## config.mk

```make
export PLATFORM = sky130hd
export DESIGN_NAME = axis_sample_source_flat
export DESIGN_NICKNAME = d
export VERILOG_FILES = /design/src/rtl/axis_sample_if.sv /design/src/rtl/axis_sample_source.sv /design/src/flat_wrapper.sv
export SDC_FILE = /design/constraint.sdc
export NUM_CORES = 1
export LEC_CHECK = 0
export CELL_PAD_IN_SITES_DETAIL_PLACEMENT = 0
export CELL_PAD_IN_SITES_GLOBAL_PLACEMENT = 1
export CORE_UTILIZATION = 44
export CTS_CLUSTER_DIAMETER = 50
export DETAILED_ROUTE_END_ITERATION = 8
export PLACE_DENSITY = 0.71
export SYNTH_ARGS = -nofsm -noshare
export SYNTH_HDL_FRONTEND = slang
export SYNTH_SLANG_ARGS = --single-unit
export TNS_END_PERCENT = 30
```

## constraint.sdc

```tcl
create_clock -name clk -period 3 [get_ports clk]
set_input_delay 0.45 -clock clk [delete_from_list [all_inputs] [get_ports clk]]
set_output_delay 0.45 -clock clk [all_outputs]
set_load 0.02 [all_outputs]
```

## src/rtl/axis_sample_if.sv

```systemverilog
// AXI-Stream sample bus between the sample source and the biquad chain.
interface axis_sample_if #(
    parameter int unsigned DATA_W = 16
) ();
    logic              tvalid;
    logic              tready;
    logic [DATA_W-1:0] tdata;
    logic              tlast;

    modport master (output tvalid, output tdata, output tlast, input tready);
    modport slave  (input tvalid, input tdata, input tlast, output tready);
endinterface

```

## src/rtl/axis_sample_source.sv

```systemverilog
// Buffers ADC sample strobes in a small FIFO and replays them as a framed
// AXI-Stream with a registered output stage and sticky overflow reporting.
module axis_sample_source #(
    parameter int unsigned DATA_W    = 16,
    parameter int unsigned DEPTH     = 8,
    parameter int unsigned FRAME_LEN = 256
) (
    input  logic                     clk,
    input  logic                     rst_n,
    input  logic                     en,
    input  logic                     in_valid,
    input  logic [DATA_W-1:0]        in_data,
    axis_sample_if.master            m_axis,
    output logic [$clog2(DEPTH):0]   fill,
    output logic                     ovf,
    input  logic                     ovf_clr,
    output logic [15:0]              drop_cnt
);
    localparam int unsigned ADDR_W = $clog2(DEPTH);
    localparam int unsigned FILL_W = ADDR_W + 1;
    localparam int unsigned CNT_W  = (FRAME_LEN > 1) ? $clog2(FRAME_LEN) : 1;

    logic [DATA_W-1:0] mem [DEPTH];
    logic [ADDR_W-1:0] wr_ptr;
    logic [ADDR_W-1:0] rd_ptr;
    logic [CNT_W-1:0]  beat_q;
    logic              tvalid_q;
    logic              tlast_q;
    logic [DATA_W-1:0] tdata_q;

    logic xfer;
    logic pop;
    logic full;
    logic wr;
    logic drop;
    logic beat_last;

    assign xfer      = tvalid_q & m_axis.tready;
    assign full      = (fill == FILL_W'(DEPTH));
    // Pop whenever the output register is free now or frees up at this edge.
    assign pop       = (fill != '0) & (~tvalid_q | xfer);
    assign wr        = en & in_valid & (~full | pop);
    assign drop      = en & in_valid & full & ~pop;
    assign beat_last = (beat_q == CNT_W'(FRAME_LEN - 1));

    assign m_axis.tvalid = tvalid_q;
    assign m_axis.tdata  = tdata_q;
    assign m_axis.tlast  = tlast_q;

    // Sample storage; contents need no reset since occupancy gates every read.
    always_ff @(posedge clk) begin
        if (wr) begin
            mem[wr_ptr] <= in_data;
        end
    end

    // FIFO pointers and occupancy.
    always_ff @(posedge clk or negedge rst_n) begin
        if (!rst_n) begin
            wr_ptr <= '0;
            rd_ptr <= '0;
            fill   <= '0;
        end else begin
            if (wr) begin
                wr_ptr <= wr_ptr + ADDR_W'(1);
            end
            if (pop) begin
                rd_ptr <= rd_ptr + ADDR_W'(1);
            end
            if (wr && !pop) begin
                fill <= fill + FILL_W'(1);
            end else if (pop && !wr) begin
                fill <= fill - FILL_W'(1);
            end
        end
    end

    // Output register: EMPTY/HOLD is just tvalid_q; tlast follows load order.
    always_ff @(posedge clk or negedge rst_n) begin
        if (!rst_n) begin
            tvalid_q <= 1'b0;
            tdata_q  <= '0;
            tlast_q  <= 1'b0;
            beat_q   <= '0;
        end else begin
            if (pop) begin
                tvalid_q <= 1'b1;
                tdata_q  <= mem[rd_ptr];
                tlast_q  <= beat_last;
                beat_q   <= beat_last ? '0 : beat_q + CNT_W'(1);
            end else if (xfer) begin
                tvalid_q <= 1'b0;
            end
        end
    end

    // Sticky overflow and saturating drop counter; clear beats a same-cycle drop.
    always_ff @(posedge clk or negedge rst_n) begin
        if (!rst_n) begin
            ovf      <= 1'b0;
            drop_cnt <= '0;
        end else if (ovf_clr) begin
            ovf      <= 1'b0;
            drop_cnt <= '0;
        end else if (drop) begin
            ovf <= 1'b1;
            if (drop_cnt != 16'hFFFF) begin
                drop_cnt <= drop_cnt + 16'd1;
            end
        end
    end
endmodule

```

## src/flat_wrapper.sv

```systemverilog
// flat-port wrapper written by rule: the top's interface ports become plain ports
module axis_sample_source_flat 
#(
    parameter int unsigned DATA_W    = 16,
    parameter int unsigned DEPTH     = 8,
    parameter int unsigned FRAME_LEN = 256
)
  (clk, rst_n, en, in_valid, in_data, fill, ovf, ovf_clr, drop_cnt, m_axis_tvalid, m_axis_tdata, m_axis_tlast, m_axis_tready);
  axis_sample_if #(.DATA_W(DATA_W)) m_axis_i ();
  input  logic clk;
  input  logic rst_n;
  input  logic en;
  input  logic in_valid;
  input  logic [DATA_W-1:0] in_data;
  output logic [$clog2(DEPTH):0] fill;
  output logic ovf;
  input  logic ovf_clr;
  output logic [15:0] drop_cnt;
  output wire logic [$bits(m_axis_i.tvalid)-1:0] m_axis_tvalid;
  output wire logic [$bits(m_axis_i.tdata)-1:0] m_axis_tdata;
  output wire logic [$bits(m_axis_i.tlast)-1:0] m_axis_tlast;
  input wire logic [$bits(m_axis_i.tready)-1:0] m_axis_tready;
  assign m_axis_tvalid = m_axis_i.tvalid;
  assign m_axis_tdata = m_axis_i.tdata;
  assign m_axis_tlast = m_axis_i.tlast;
  assign m_axis_i.tready = m_axis_tready;
  axis_sample_source #(.DATA_W(DATA_W), .DEPTH(DEPTH), .FRAME_LEN(FRAME_LEN)) u_core (.clk(clk), .rst_n(rst_n), .en(en), .in_valid(in_valid), .in_data(in_data), .m_axis(m_axis_i), .fill(fill), .ovf(ovf), .ovf_clr(ovf_clr), .drop_cnt(drop_cnt));
endmodule
```

==> qor.csv, run 1 <==
stage,metric,value,unit
timing,final setup fails,0,
yosys,asr flop ratio synth,29.3,%
die,chip width,131,um
yosys,post-synthesis mux area share,13.0,%
route,post-route ant nets,0,
clock_network,TritonCTS clock tree,built,
outcome,status,"finished, final reports clean",
place,Placed Area,0.00834,mm^2
die,Die ar.,0.0172,mm^2
setup_path,crit-path cells,nor3_1 -> nand3_1 -> nand2_1 -> inv_2 -> ha_1 -> inv_1 -> ha_1 -> a21o_1 -> a21oi_1 -> mux2i_1 -> xnor2_1,
setup_path,endpoint class of the critical path,flip-flop,
clock_network,CTS Sinks,181,
power,Lkg Pwr,3.11,nW
yosys,library cells used by synthesis,46,
timing,fin. max-slew vios,0,
route,starting DRC count in detailed routing,189,
place,RePlAce Congestion,0.748,
setup_path,CP Class,flip-flop to flip-flop,
timing,Final Cycle Share,81.3,%
setup_path,Register-to-Register Setup Slack,0.56,ns
timing,RSZ-0062 raised after global routing,false,
setup_path,"Top cell by count, worst path",ha_1,
yosys,main flop type after synthesis,edfxtp_1,
finish,diode count,0,
yosys,Post-Syn Area,0.00736,mm^2
clock_network,post_cts resized,0,
global_route,antenna violations before repair,0,
route,total wire length,14000,um
yosys,cell taking the most area after synthesis,edfxtp_1,
finish,fraction of layout cells with a size suffix above 1,17.9,%
route,# DRC,0,
route,Via-to-Cell Ratio,5.40,
die,Die H,131,um
setup_path,Crit path largest cell delay,0.51,ns
setup_path,slowest CP cell,dfrtp_1,
route,via count,4068,
finish,Final Non-Filler Cells,753,
setup_path,Worst Path Buf+Inv,2,
min_path,Hold Crit Class,input port to async pin,
setup_path,"CP delay by family, top",simple AND/OR/NAND/NOR gates,
timing,Max transition margin,50.1,%
yosys,dominant cells by area after synthesis,"edfxtp_1 52%, dfrtp_1 18%, mux4_2 9.8%, mux2i_1 2.3%, nand2_1 2.0%",
route,DRT Pass-1 Iters,4,
place,placed cells,721,
global_route,GRT Total Usage,17.5,%
timing,Clock Skew,0.00782,ns
finish,Area Growth Syn to Fin,20.7,%
clock_network,CTS hold repair buffers,0,
yosys,post-synthesis simple-gate area fraction,8.30,%
yosys,post-synth net total,473,
timing,hold slack,0.175,ns
timing,final hold viol count,0,
setup_path,worst-path fanout max,8,
die,Core Region,0.0161,mm^2
global_route,largest net degree at the start of global routing,54,
job,MaxCap Viol Count,0,
setup_path,CP Launch Type,flip-flop,
clock_network,H-tree levels,4,
die,# rows,46,
yosys,Post-Synthesis Cells,443,
clock_network,clk buf depth,2,
yosys,sequential cell area fraction in the yosys report,70.2,%
timing,min Tclk post-route,2.44,ns
setup_path,worst endpoint required time,3.34,ns
clock_network,CTS Buf Count,17,
timing,worst slew pin tran,0.746,ns
global_route,first-pass GRT wire length,22700,um
die,I/O pin cnt,61,
clock_network,Root Buffer,clkbuf_16,
yosys,Post-synth EDFFs,128,
place,HPWL after detailed placement,8720,um
yosys,post-synthesis compound-gate area fraction,4.17,%
yosys,syn_area_per_cell,16.6,um^2
finish,Final Cell Area,0.00888,mm^2
global_route,GRT overflow,0,
clock_network,"Setup Fix Bufs, Post-CTS",0,
global_route,vias in the first global route,4156,
yosys,number of synthesis warnings,0,
finish,nets,554,
setup_path,CP Data Arrival Time,2.78,ns
yosys,largest family of logic cells by synthesized area,multiplexers,
place,Port Buffers,60,
yosys,post-synthesis xor/xnor area fraction,1.31,%
power,P per Cell Area,841,mW/mm^2
finish,Final Util,55.1,%
die,Starting Density,45.7,%
timing,TNS Setup,0,ns
power,Peak supply drop,423,uV
clock_network,clk slew on worst S/H paths,0.06,ns
route,WL per Instance,18.6,um
yosys,adder-cell share of the synthesized area,1.46,%
timing,Fmax,410,MHz
yosys,synthesis-stage register bit count,181,
yosys,Synth top area share,52.2,%
clock_network,clk_lat worst skew,0.42,ns
-- cell usage after synthesis (7+ instances only) --
master	n
nand4_1	9
o31ai_1	7
mux4_2	32
nor2_1	12
or4_1	7
o21ai_1	11
nand2_1	39
xnor2_1	10
a21oi_1	12
clkbuf_1	8
buf_2	10
nand3_1	7
dfrtp_1	53
edfxtp_1	128
ha_1	7
o21ai_0	11
mux2i_1	17
-- cells in the final DEF, fill, tap and decap left out, types with 3 or more instances in the layout --
cell             count
and4_1               5
o31ai_1              7
dfrtp_1             52
nand4_1              9
nor3_2               4
mux4_2              32
clkdlybuf4s50_1     59
o41ai_1              3
o21ai_0             11
nand2_1             39
xnor2_1             10
nand3_1              7
clkinvlp_4           4
nor2b_1              5
inv_1                5
a21oi_1             12
o21ai_1             11
ha_1                 7
nor4_1               4
or4_1                7
clkbuf_16           17
edfxtp_1           128
nand2b_1             4
nor2_1              12
mux2i_1             17
mux2_1               5
clkinv_2             3
buf_4               20
-- through the flow --
step           power [mW]  worst slack, ns
5_1_grt              7.86            0.377
6_report             7.47            0.560
3_5_place_dp         5.54            0.178
3_3_place_gp         5.50            0.280
2_1_floorplan        4.76           0.0477
4_1_cts              7.57            0.567
-- logic make-up (layout without fill, tap and decap cells) --
logic type | after synthesis | after routing
AO/OA/AOI/OAI | 51 | 51
AND/OR/NAND/NOR | 111 | 111
buffers and inverters | 26 | 120
adder cells (fa/ha/maj) | 8 | 8
multiplexers | 55 | 55
flip-flops | 181 | 181
XOR/XNOR | 11 | 11
-- worst paths after layout --
path	start	endpoint	cells after the start
max	u_core.fill[0]$_DFFE_PN0P_	u_core.fill[3]$_DFFE_PN0P_	11
min reg2reg	u_core.m_axis.tdata[4]$_DFFE_PN0N_	u_core.m_axis.tdata[4]$_DFFE_PN0N_	2
min	rst_n	u_core.fill[1]$_DFFE_PN0P_	2
max in group asynchronous	rst_n	u_core.rd_ptr[0]$_DFFE_PN0N_	2
max reg2reg	u_core.fill[0]$_DFFE_PN0P_	u_core.fill[3]$_DFFE_PN0P_	11
min in group clk	u_core.m_axis.tdata[4]$_DFFE_PN0N_	u_core.m_axis.tdata[4]$_DFFE_PN0N_	2
-- registers in the layout, indices dropped and copies added (netlist names) --
register,flops
u_core.m_axis.tvalid,1
u_core.ovf,1
u_core.wr_ptr,3
u_core.m_axis.tdata,16
u_core.rd_ptr,3
u_core.beat_q,8
u_core.fill,4
u_core.drop_cnt,16
u_core.mem,128
u_core.m_axis.tlast,1
-- area by class of cell --
type / count / area [um^2]
Sequential cell: 181 / 5170
Clock inverter: 13 / 109
Timing Repair Buffer: 81 / 766
Multi-Input combinational cell: 236 / 2110
Inverter: 7 / 26.3
Tap cell: 216 / 270
Fill cell: 1283 / 7230
Clock buffer: 19 / 433
-- routing by layer --
metal	routed length, um	share of wire [%]	track usage [%]	vias to the layer above
li1	-	-	-	1908
met1	6380	46	23.4	2036
met2	6840	49	28.5	103
met3	521	3.7	3.32	21
met4	261	1.9	6.78	0
met5	0	0	0	-
-- power breakdown --
part	switching (mW)	internal (mW)
clock	0.889	1.14
sequential	0.286	3.04
combinational	1.05	1.06
No activity file was read; power rests on OpenSTA's default activity.
==> inputs of run 2 (changes only) <==
CORE_UTILIZATION = 49   (was 44)
PLACE_DENSITY = 0.75   (was 0.71)
clock period = 2.5 ns   (was 3 ns; I/O delays follow)
==> qor.csv, run 2 (same netlist as run 1, synthesis figures left out) <==
stage,metric,value,unit,change
clock_network,clk buf depth,2,,unchanged
timing,Final Cycle Share,92.9,%,+12 points
finish,most frequent cells in the layout,"128 x edfxtp_1, 59 x clkdlybuf4s50_1, 52 x dfrtp_1",,
finish,area of the multi-input gates,0.00213,mm^2,+1.1%
clock_network,Root Buffer,clkbuf_16,,
finish,fraction of layout cells with a size suffix above 1,20.4,%,+2.5 points
job,MaxCap Viol Count,0,,unchanged
setup_path,worst endpoint required time,2.85,ns,-0.49 ns
timing,setup ws final,0.177,ns,-0.383 ns
timing,RSZ-0062 raised after global routing,false,,
timing,Max transition margin,61.2,%,+11 points
global_route,vias in the first global route,4294,,+3.3%
clock_network,TritonCTS clock tree,built,,
place,HPWL after detailed placement,8980,um,+3.0%
clock_network,CTS Sinks,181,,unchanged
global_route,first-pass GRT wire length,23200,um,+2.4%
timing,final hold viol count,0,,unchanged
setup_path,Crit path largest cell delay,0.51,ns,about the same
setup_path,R2R depth,10,,-1
clock_network,H-tree levels,4,,unchanged
power,Pwr Total,9.36,mW,+25%
setup_path,"CP delay by family, top",flip-flops,,
power,P per Cell Area,1040,mW/mm^2,+23%
power,Comb power frac,28.6,%,+0.3 points
power,clock network power share,29.2,%,+2.1 points
die,Die H,125,um,-5.2%
setup_path,CP Class,flip-flop to flip-flop,,
timing,Fmax,430,MHz,+5.0%
finish,max reg flops,128,,unchanged
finish,"commonest non-fill, non-tap cell in the layout",edfxtp_1,,
clock_network,CTS Buf Count,17,,unchanged
setup_path,Register-to-Register Setup Slack,0.18,ns,-0.38 ns
route,DRT Pass-1 Iters,4,,unchanged
place,Port Buffers,60,,unchanged
place,Place WS,-0.102,ns,-0.280 ns
global_route,antenna violations before repair,0,,unchanged
global_route,largest net degree at the start of global routing,42,,-22%
route,total wire length,14100,um,+1.0%
die,Starting Density,50.4,%,+4.8 points
timing,worst slew pin tran,0.582,ns,-0.164 ns
timing,final setup fails,0,,unchanged
timing,hold slack,0.338,ns,+0.163 ns
finish,diode count,0,,unchanged
clock_network,clk_lat worst skew,0.43,ns,about the same
global_route,GRT overflow,0,,unchanged
route,post-route ant nets,0,,unchanged
route,Via-to-Cell Ratio,5.64,,+4.4%
clock_network,"Setup Fix Bufs, Post-CTS",0,,unchanged
die,# rows,44,,-4.3%
power,Internal Pwr Total,6.59,mW,+26%
power,Lkg Pwr,3.22,nW,+3.5%
finish,Area Growth Syn to Fin,22.8,%,
power,Peak supply drop,662,uV,+57%
setup_path,worst r2r src,u_core.fill[2]$_DFFE_PN0P_,,
global_route,GRT Total Usage,19.9,%,+2.4 points
min_path,Hold Crit Class,input port to async pin,,
finish,fill count,1069,,-17%
finish,Biggest register,u_core.mem,,
setup_path,endpoint class of the critical path,flip-flop,,
setup_path,crit-path cells,nor4_4 -> nor2_2 -> inv_2 -> ha_1 -> inv_1 -> buf_4 -> ha_1 -> a21oi_1 -> mux2i_1 -> xnor2_1,,
timing,fin. max-slew vios,0,,unchanged
route,# DRC,0,,unchanged
route,via count,4139,,+1.7%
die,I/O pin cnt,61,,unchanged
route,WL per Instance,19.3,um,+3.6%
die,Core Region,0.0146,mm^2,-9.5%
route,starting DRC count in detailed routing,244,,+29%
setup_path,Reg-to-Reg End,u_core.fill[3]$_DFFE_PN0P_,,
die,chip width,125,um,-5.2%
setup_path,CP Data Arrival Time,2.67,ns,-0.11 ns
timing,TNS Setup,0,ns,unchanged
finish,Final Non-Filler Cells,734,,-2.5%
setup_path,worst-path fanout max,7,,-1
clock_network,clk slew on worst S/H paths,0.07,ns,about the same
timing,min Tclk post-route,2.32,ns,-0.117 ns
timing,Clock Skew,0.00946,ns,+0.00164 ns
setup_path,"Top cell by count, worst path",ha_1,,
finish,Reg area,0.00517,mm^2,unchanged
setup_path,Worst Path Buf+Inv,3,,+1
power,sw frac,29.6,%,-0.19 points
setup_path,CP Launch Type,flip-flop,,
place,placed cells,701,,-2.8%
outcome,status,"finished, final reports clean",,
finish,nets,567,,+2.3%
place,Placed Area,0.00840,mm^2,+0.71%
finish,Final Cell Area,0.00903,mm^2,+1.7%
power,sw power,2.77,mW,+25%
power,Flop pwr share,42.2,%,-2.4 points
place,RePlAce Congestion,0.809,,+8.3%
finish,Final Util,61.9,%,+6.8 points
die,Die ar.,0.0155,mm^2,-10%
setup_path,slowest CP cell,dfrtp_1,,
## run 2: timing repair
item | in CTS | in global routing
resized for setup | 0 | 2
hold buffers | 1 | 0
endpoints found under the setup margin | 0 | 1
endpoints found under the hold margin | 6 | 0
## run 2: worst max path at each step
| stage | endpoint | cells after the start | start | slack [ns] |
|---|---|---|---|---|
| floorplan | u_core.fill[3]$_DFFE_PN0P_ | 11 | u_core.fill[2]$_DFFE_PN0P_ | -0.06 |
| global placement | u_core.fill[3]$_DFFE_PN0P_ | 12 | m_axis_tready | -0.05 |
| detailed placement | u_core.fill[3]$_DFFE_PN0P_ | 12 | m_axis_tready | -0.10 |
| CTS | u_core.fill[3]$_DFFE_PN0P_ | 10 | u_core.fill[2]$_DFFE_PN0P_ | 0.13 |
| global route | u_core.fill[3]$_DFFE_PN0P_ | 11 | u_core.fill[2]$_DFFE_PN0P_ | 0.03 |
| finish | u_core.fill[3]$_DFFE_PN0P_ | 10 | u_core.fill[2]$_DFFE_PN0P_ | 0.18 |
## run 2: layout make-up
cell class	instances	share of cell area, %
clock buffer	19	4.90
clock inverter	13	1.88
inverter	7	0.291
multi-input combinational	236	23.6
sequential	181	57.2
tap	184	2.55
timing repair buffer	94	9.58
## run 2: worst reg2reg max path, cell delays in order, from the launching register on
cell and delay, ns:
dfrtp_1 0.51, nor4_4 0.39, nor2_2 0.09, inv_2 0.06, ha_1 0.16, inv_1 0.07, buf_4 0.14, ha_1 0.30
a21oi_1 0.17, mux2i_1 0.23, xnor2_1 0.14
## run 2: per-layer routing
layer	wire length (um)	vias to the layer above	part of all wire, %	global-route usage (%)
met1	6350	2111	45	26.6
met4	278	0	2.0	7.87
met3	511	21	3.6	4.04
met5	0	-	0	0
met2	7000	81	49	32.1
li1	-	1926	-	-
## run 2: power groups by stage
stage / combinational [mW] / clock, mW / sequential, mW
global placement: 2.67 / 0 / 3.97
detailed placement: 2.72 / 0 / 3.99
CTS: 2.73 / 2.79 / 3.94
global route: 2.93 / 2.91 / 4.01
finish: 2.67 / 2.74 / 3.95
floorplan: 1.55 / 0 / 4.16
==> inputs of run 3 (changes only) <==
SKIP_LAST_GASP = 1   (was unset)
==> results of run 3 <==
Same layout as run 2: the final DEF is identical, and so are final timing and power.
